--- src/rtl/mem_access_unit.sv ---
// mem_access_unit: MEM stage of the five-stage pipeline.
// Runs a request/ready handshake with the data RAM, steers byte lanes for
// stores, extends load data and presents the write-back tuple used by ID
// forwarding. The pipeline is stalled until the access reaches DONE.
module mem_access_unit (
  input  logic        clk,
  input  logic        rst,
  input  logic        mem_read_flag,
  input  logic        mem_write_flag,
  input  logic [1:0]  mem_size,
  input  logic        mem_sign_ext,
  input  logic [31:0] address,
  input  logic [31:0] write_data_in,
  input  logic [31:0] result_in,
  input  logic        reg_write_en_in,
  input  logic [4:0]  reg_write_addr_in,
  output logic        ram_en,
  output logic [3:0]  ram_write_en,
  output logic [31:0] ram_addr,
  output logic [31:0] ram_write_data,
  input  logic [31:0] ram_read_data,
  input  logic        ram_ready,
  output logic        stall_request,
  output logic        address_error,
  output logic        load_flag,
  output logic        reg_write_en_out,
  output logic [4:0]  reg_write_addr_out,
  output logic [31:0] data_out
);

  typedef enum logic [1:0] {
    S_IDLE = 2'd0,
    S_WAIT = 2'd1,
    S_DONE = 2'd2
  } state_e;

  state_e      state_q, state_d;
  logic [31:0] rdata_buf_q, rdata_buf_d;

  logic        mem_access;
  logic        misaligned;
  logic        mem_op;
  logic        bus_active;
  logic [1:0]  lane;
  logic [3:0]  strobe;
  logic [31:0] store_data;
  logic [31:0] load_ext;

  assign mem_access = mem_read_flag | mem_write_flag;
  assign lane       = address[1:0];
  // Size 3 behaves as a word, so anything that is not byte or half needs
  // full word alignment.
  assign misaligned = mem_access &
                      (((mem_size == 2'd1) & address[0]) |
                       ((mem_size[1] == 1'b1) & (address[1:0] != 2'b00)));
  assign mem_op     = mem_access & ~misaligned;

  assign ram_addr           = {address[31:2], 2'b00};
  assign load_flag          = mem_read_flag;
  assign reg_write_addr_out = reg_write_addr_in;

  // State and read-data buffer; reset abandons any outstanding request.
  always_ff @(posedge clk) begin
    if (rst) begin
      state_q     <= S_IDLE;
      rdata_buf_q <= 32'h0;
    end else begin
      state_q     <= state_d;
      rdata_buf_q <= rdata_buf_d;
    end
  end

  // Next state: a ready pulse completes the request either in the request
  // cycle itself or later from WAIT; DONE always lasts exactly one cycle.
  always_comb begin
    state_d     = state_q;
    rdata_buf_d = rdata_buf_q;
    case (state_q)
      S_IDLE: begin
        if (mem_op) begin
          if (ram_ready) begin
            rdata_buf_d = ram_read_data;
            state_d     = S_DONE;
          end else begin
            state_d = S_WAIT;
          end
        end
      end
      S_WAIT: begin
        if (ram_ready) begin
          rdata_buf_d = ram_read_data;
          state_d     = S_DONE;
        end
      end
      S_DONE:  state_d = S_IDLE;
      default: state_d = S_IDLE;
    endcase
  end

  // Store lane steering and load extraction/extension from the buffered word.
  always_comb begin
    strobe     = 4'b1111;
    store_data = write_data_in;
    load_ext   = rdata_buf_q;
    case (mem_size)
      2'd0: begin
        strobe     = 4'b0001 << lane;
        store_data = {4{write_data_in[7:0]}};
        case (lane)
          2'd0:    load_ext = {{24{mem_sign_ext & rdata_buf_q[7]}},  rdata_buf_q[7:0]};
          2'd1:    load_ext = {{24{mem_sign_ext & rdata_buf_q[15]}}, rdata_buf_q[15:8]};
          2'd2:    load_ext = {{24{mem_sign_ext & rdata_buf_q[23]}}, rdata_buf_q[23:16]};
          default: load_ext = {{24{mem_sign_ext & rdata_buf_q[31]}}, rdata_buf_q[31:24]};
        endcase
      end
      2'd1: begin
        strobe     = address[1] ? 4'b1100 : 4'b0011;
        store_data = {2{write_data_in[15:0]}};
        if (address[1]) begin
          load_ext = {{16{mem_sign_ext & rdata_buf_q[31]}}, rdata_buf_q[31:16]};
        end else begin
          load_ext = {{16{mem_sign_ext & rdata_buf_q[15]}}, rdata_buf_q[15:0]};
        end
      end
      default: begin
        strobe     = 4'b1111;
        store_data = write_data_in;
        load_ext   = rdata_buf_q;
      end
    endcase
  end

  // Outputs: the bus is held and the pipeline stalled from the request cycle
  // until ready; write-back of a load is suppressed until its data is in DONE.
  always_comb begin
    bus_active       = ((state_q == S_IDLE) & mem_op) | (state_q == S_WAIT);
    ram_en           = bus_active & ~rst;
    stall_request    = bus_active & ~rst;
    ram_write_en     = (ram_en & mem_write_flag) ? strobe : 4'b0000;
    ram_write_data   = store_data;
    address_error    = misaligned & ~rst;
    reg_write_en_out = reg_write_en_in & ~misaligned & ~rst &
                       ~(mem_read_flag & (state_q != S_DONE));
    data_out         = (mem_read_flag & (state_q == S_DONE)) ? load_ext : result_in;
  end

endmodule
--- config.mk ---
export PLATFORM = sky130hd
export DESIGN_NAME = mem_access_unit
export DESIGN_NICKNAME = d
export VERILOG_FILES = /design/src/rtl/mem_access_unit.sv
export SDC_FILE = /design/constraint.sdc
export NUM_CORES = 1
export LEC_CHECK = 0
export CORE_MARGIN = 1
export CORE_UTILIZATION = 34
export CTS_CLUSTER_DIAMETER = 150
export DETAILED_ROUTE_END_ITERATION = 7
export GPL_ROUTABILITY_DRIVEN = 0
export PLACE_DENSITY = 0.89
export SLEW_MARGIN = 5
export SYNTH_ARGS = -nofsm -noshare
export SYNTH_HDL_FRONTEND = slang
export SYNTH_SLANG_ARGS = --single-unit
export TNS_END_PERCENT = 100
--- constraint.sdc ---
create_clock -name clk -period 2 [get_ports clk]
set_input_delay 0.4 -clock clk [delete_from_list [all_inputs] [get_ports clk]]
set_output_delay 0.4 -clock clk [all_outputs]
set_load 0.01 [all_outputs]
==> summary by stage <==
Power and ir drop
The reported leakage power is 0.00224 uW. Dividing total power by cell area gives a power density of 451 nW/um^2. VDD sags by at most 0.000295 V.

Synthesis
The most used flip-flop cell after synthesis is dfxtp_1. The cell area that synthesis handed to floorplanning was approximately 3100 sq um. The async set or reset register ratio after synthesis is 0%. By area the synthesized netlist is led by dfxtp_1, buf_4, a21oi_1. Summed over all instances, the cell type with the most area after synthesis is dfxtp_1. Sequential elements use roughly 22% of the synthesized area.

The count of flip-flops with a built-in enable after synthesis is 0. In the synthesized netlist, the cells that appear most often are a21oi_1, buf_4, o21ai_1. Of the post-synthesis cell area, the dominant cell type holds between 20% and 30%. During synthesis, Yosys emitted a total of 0 warnings. The count of mapped cells out of synthesis is 419. The number of distinct library cells after synthesis is 41.

Synthesis inferred 34 register bits. The average instance in the mapped netlist occupies around 7.5 sq um. The most frequent cell after synthesis is a21oi_1.

STA
The count of endpoints failing hold in the final timing report is 0. Summed over all failing endpoints, the final setup total negative slack is -3.53 ns. After layout, the minimum clock period comes to roughly 2.2 ns. Headroom to the max-slew limit came out at between 60% and 70%.

The setup slack after layout is -0.222 ns. The final critical path takes up 111% of the cycle. The final count of negative-setup-slack endpoints is 33.

The actual slew at the worst max-slew pin is about 0.55 ns. The number of pins exceeding their max-slew limit in the final report came to 0. Derived from the worst setup path, the maximum achievable clock frequency is about 0.45 GHz. Between clock sinks in the finished design, the worst skew comes to ~0.0038 ns. Setup repair after global routing could not meet its margin everywhere.

Place
The setup slack at placement is -1.07 ns. The count of input and output buffers is between 150 and 200. The HPWL after detailed placement is about 11 mm.

Worst setup path
By startpoint and endpoint, the worst setup path is classified as input port to output port. The biggest cell delay along the critical path is 0.18 ns. The depth of the most critical reg-to-reg path is 6. The endpoint arrival time on the critical path is between 1.5 and 2 ns. The count of buffering cells on the critical path with inverters included is 7. Among cell families on the critical path, the largest total delay comes from buffers and inverters.

For this design, the slowest cell found on the critical path is mux2i_4. The setup slack on the worst flop-to-flop path is approximately 0.50 ns. The type of element launching the critical path is an input port. In this run the worst path has a maximum fanout of 6. The reg-to-reg endpoint is rdata_buf_q[16]. Among the stages of the critical path, the cell type that occurs most often is buf_6. The reg-to-reg critical path startpoint is state_q[0]. The critical path goes through buf_8 > buf_6 > buf_6 > mux2i_4 > o21ai_2 > a31oi_4 > buf_6 > buf_12 > buf_12 > o21ai_2 > buf_2. For the worst setup path, the data required time is 1.60 ns.

STA classifies the critical path endpoint as an output port.

Cells and area
The final-layout fill cell count is about 740. The share of layout cells above drive strength 1 is between 30% and 40%. Compared with the post-synthesis result, the final layout area differs by 77.9%.

The number of nets in the finished design is ~740. The utilization after layout is 63.1%.

Drt
The first detailed-routing pass took 7 iterations. In the routed design, unresolved DRC markers number 36. The DRC marker count from the first detailed-route iteration is roughly 310.

The final antenna-violating net count is 0. The average via count per standard cell is between 5 and 6. After detailed routing, the total wire length is 14.5 mm. After detailed routing, the average wire length per cell comes to around 20 um. The via total after detailed routing is roughly 4100.

GRT
The total grt overflow is 0. Entering global routing, the biggest net connects 37 pins. The first global-routing pass estimated between 20 and 25 mm of wire.

The initial antenna violation count was 1. Global routing consumed, over all layers together, 28.8% of the routing resources. The via count of the first global-routing pass was ~4100.

Clocking
The number of clock sinks is 34. The number of buffers inserted during clock tree synthesis is 5. The hold buffer count at cts is 0. The maximum clock insertion buffer count is 2. The later pin in the worst-skew pair is clocked with a latency of approximately 0.29 ns. The H-tree was split into 2 levels. The buffer type at the clock tree root is clkbuf_8. Clock-pin slew was measured on the worst setup and hold paths at 0.07 ns.

TritonCTS built the clock tree.

Min path
The worst hold path was traced through 2 stages. The capture endpoint of the worst hold path is rdata_buf_q[10]. The startpoint of the lowest-slack hold path is rdata_buf_q[10]. The path type of the worst min-delay path is flip-flop to flip-flop.

Flow run
The tool flagged a number of max-cap violations equal to 0.

Floorplan
The starting utilization of the core area is 35.5%. The area inside the core boundary is roughly 8800 sq um. Row generation in the floorplan step produced 34 rows.

The number of primary I/O pins is approximately 250. The die covers approximately 9600 sq um. The horizontal extent of the die is approximately 98 um.

The die is 97.8 um tall.

Run status
The final reports fail on design-rule violations, negative setup slack. The run finished, with violations left.
## power breakdown
group / switching [uW] / total (uW) / internal, uW
Clock: 259 / 657 / 399
Combinational: 511 / 1090 / 580
Sequential: 44.7 / 761 / 716
## state kept, by name, indices dropped and copies added (netlist names)
| signal | flops |
|---|---|
| rdata_buf_q | 32 |
| state_q | 2 |
## kinds of logic after synthesis
group	Yosys count	synth area share [%]
buf+inv	89	19.4
compound gates	170	33.0
flops	34	21.8
simple gates	92	14.3
other cells	1	0.120
mux	33	11.4
## worst reg2reg max path, delay by kind of cell, from the launching register on
kind | cells | cell delay, ns
buf+inv | 3 | 0.57
compound gates | 3 | 0.55
flops | 1 | 0.33
## layout make-up
cell class              instances  area, sq um  area share, %
clock inverters                 1         30.0          0.540
inverters                       5         22.5          0.405
well taps                     108          135           2.43
repair buffers                258         2360           42.4
clock buffers                   6         82.6           1.49
multi-input cells             297         2240           40.3
diodes                          1         2.50         0.0450
flip-flops and latches         34          687           12.4
## what timing repair did
action                                  in CTS  in global routing
endpoints found under the setup margin      98                 41
pin swaps                                   35                 33
buffers inserted                            19                  7
gates cloned                                 2                  1
resized for setup                          281                 66
## how the worst max path moves through the flow
stage | start | to | slack [ns] | cells after the start
2_1_floorplan | address[1] | stall_request | 0.05 | 6
3_3_place_gp | address[1] | data_out[31] | -0.91 | 7
3_5_place_dp | address[1] | data_out[16] | -1.07 | 8
4_1_cts | address[1] | data_out[21] | -0.20 | 11
5_1_grt | address[1] | data_out[4] | -0.29 | 8
6_report | address[1] | data_out[24] | -0.22 | 11
## per-layer routing
metal / vias up / GRT usage [%] / wire [um]
met5: - / 0 / 0
met4: 0 / 17.8 / 871
met3: 82 / 5.30 / 1060
met2: 265 / 51.9 / 7520
met1: 1926 / 30.9 / 5080
li1: 1860 / - / -
## through the flow
| step | hold WS (ns) | power (uW) | cell area [sq um] | cells |
|---|---|---|---|---|
| 2_1_floorplan | 0.458 | 1270 | 3140 | 420 |
| 3_3_place_gp | 0.480 | 1750 | 4940 | 677 |
| 3_5_place_dp | 0.497 | 1770 | 4940 | 677 |
| 4_1_cts | 0.507 | 2430 | 5320 | 704 |
| 5_1_grt | 0.523 | 2600 | 5560 | 710 |
| 6_report | 0.516 | 2510 | 5560 | 710 |
## placed cells by master, fill, tap and decap left out, drive strengths merged, types with 2 or more instances in the layout
master,count
a21oi,61
a221oi,7
a222oi,5
and2,3
and3,2
buf,121
clkbuf,9
clkdlybuf4s50,105
conb,2
dfxtp,34
dlygate4sd2,27
dlymetal6s2s,2
inv,4
mux2,20
mux2i,13
nand2,21
nand3,38
nand3b,2
nor2,13
nor2b,2
nor3,5
o211ai,17
o21ai,70
o221ai,4
(Power assumes the default switching activity.)
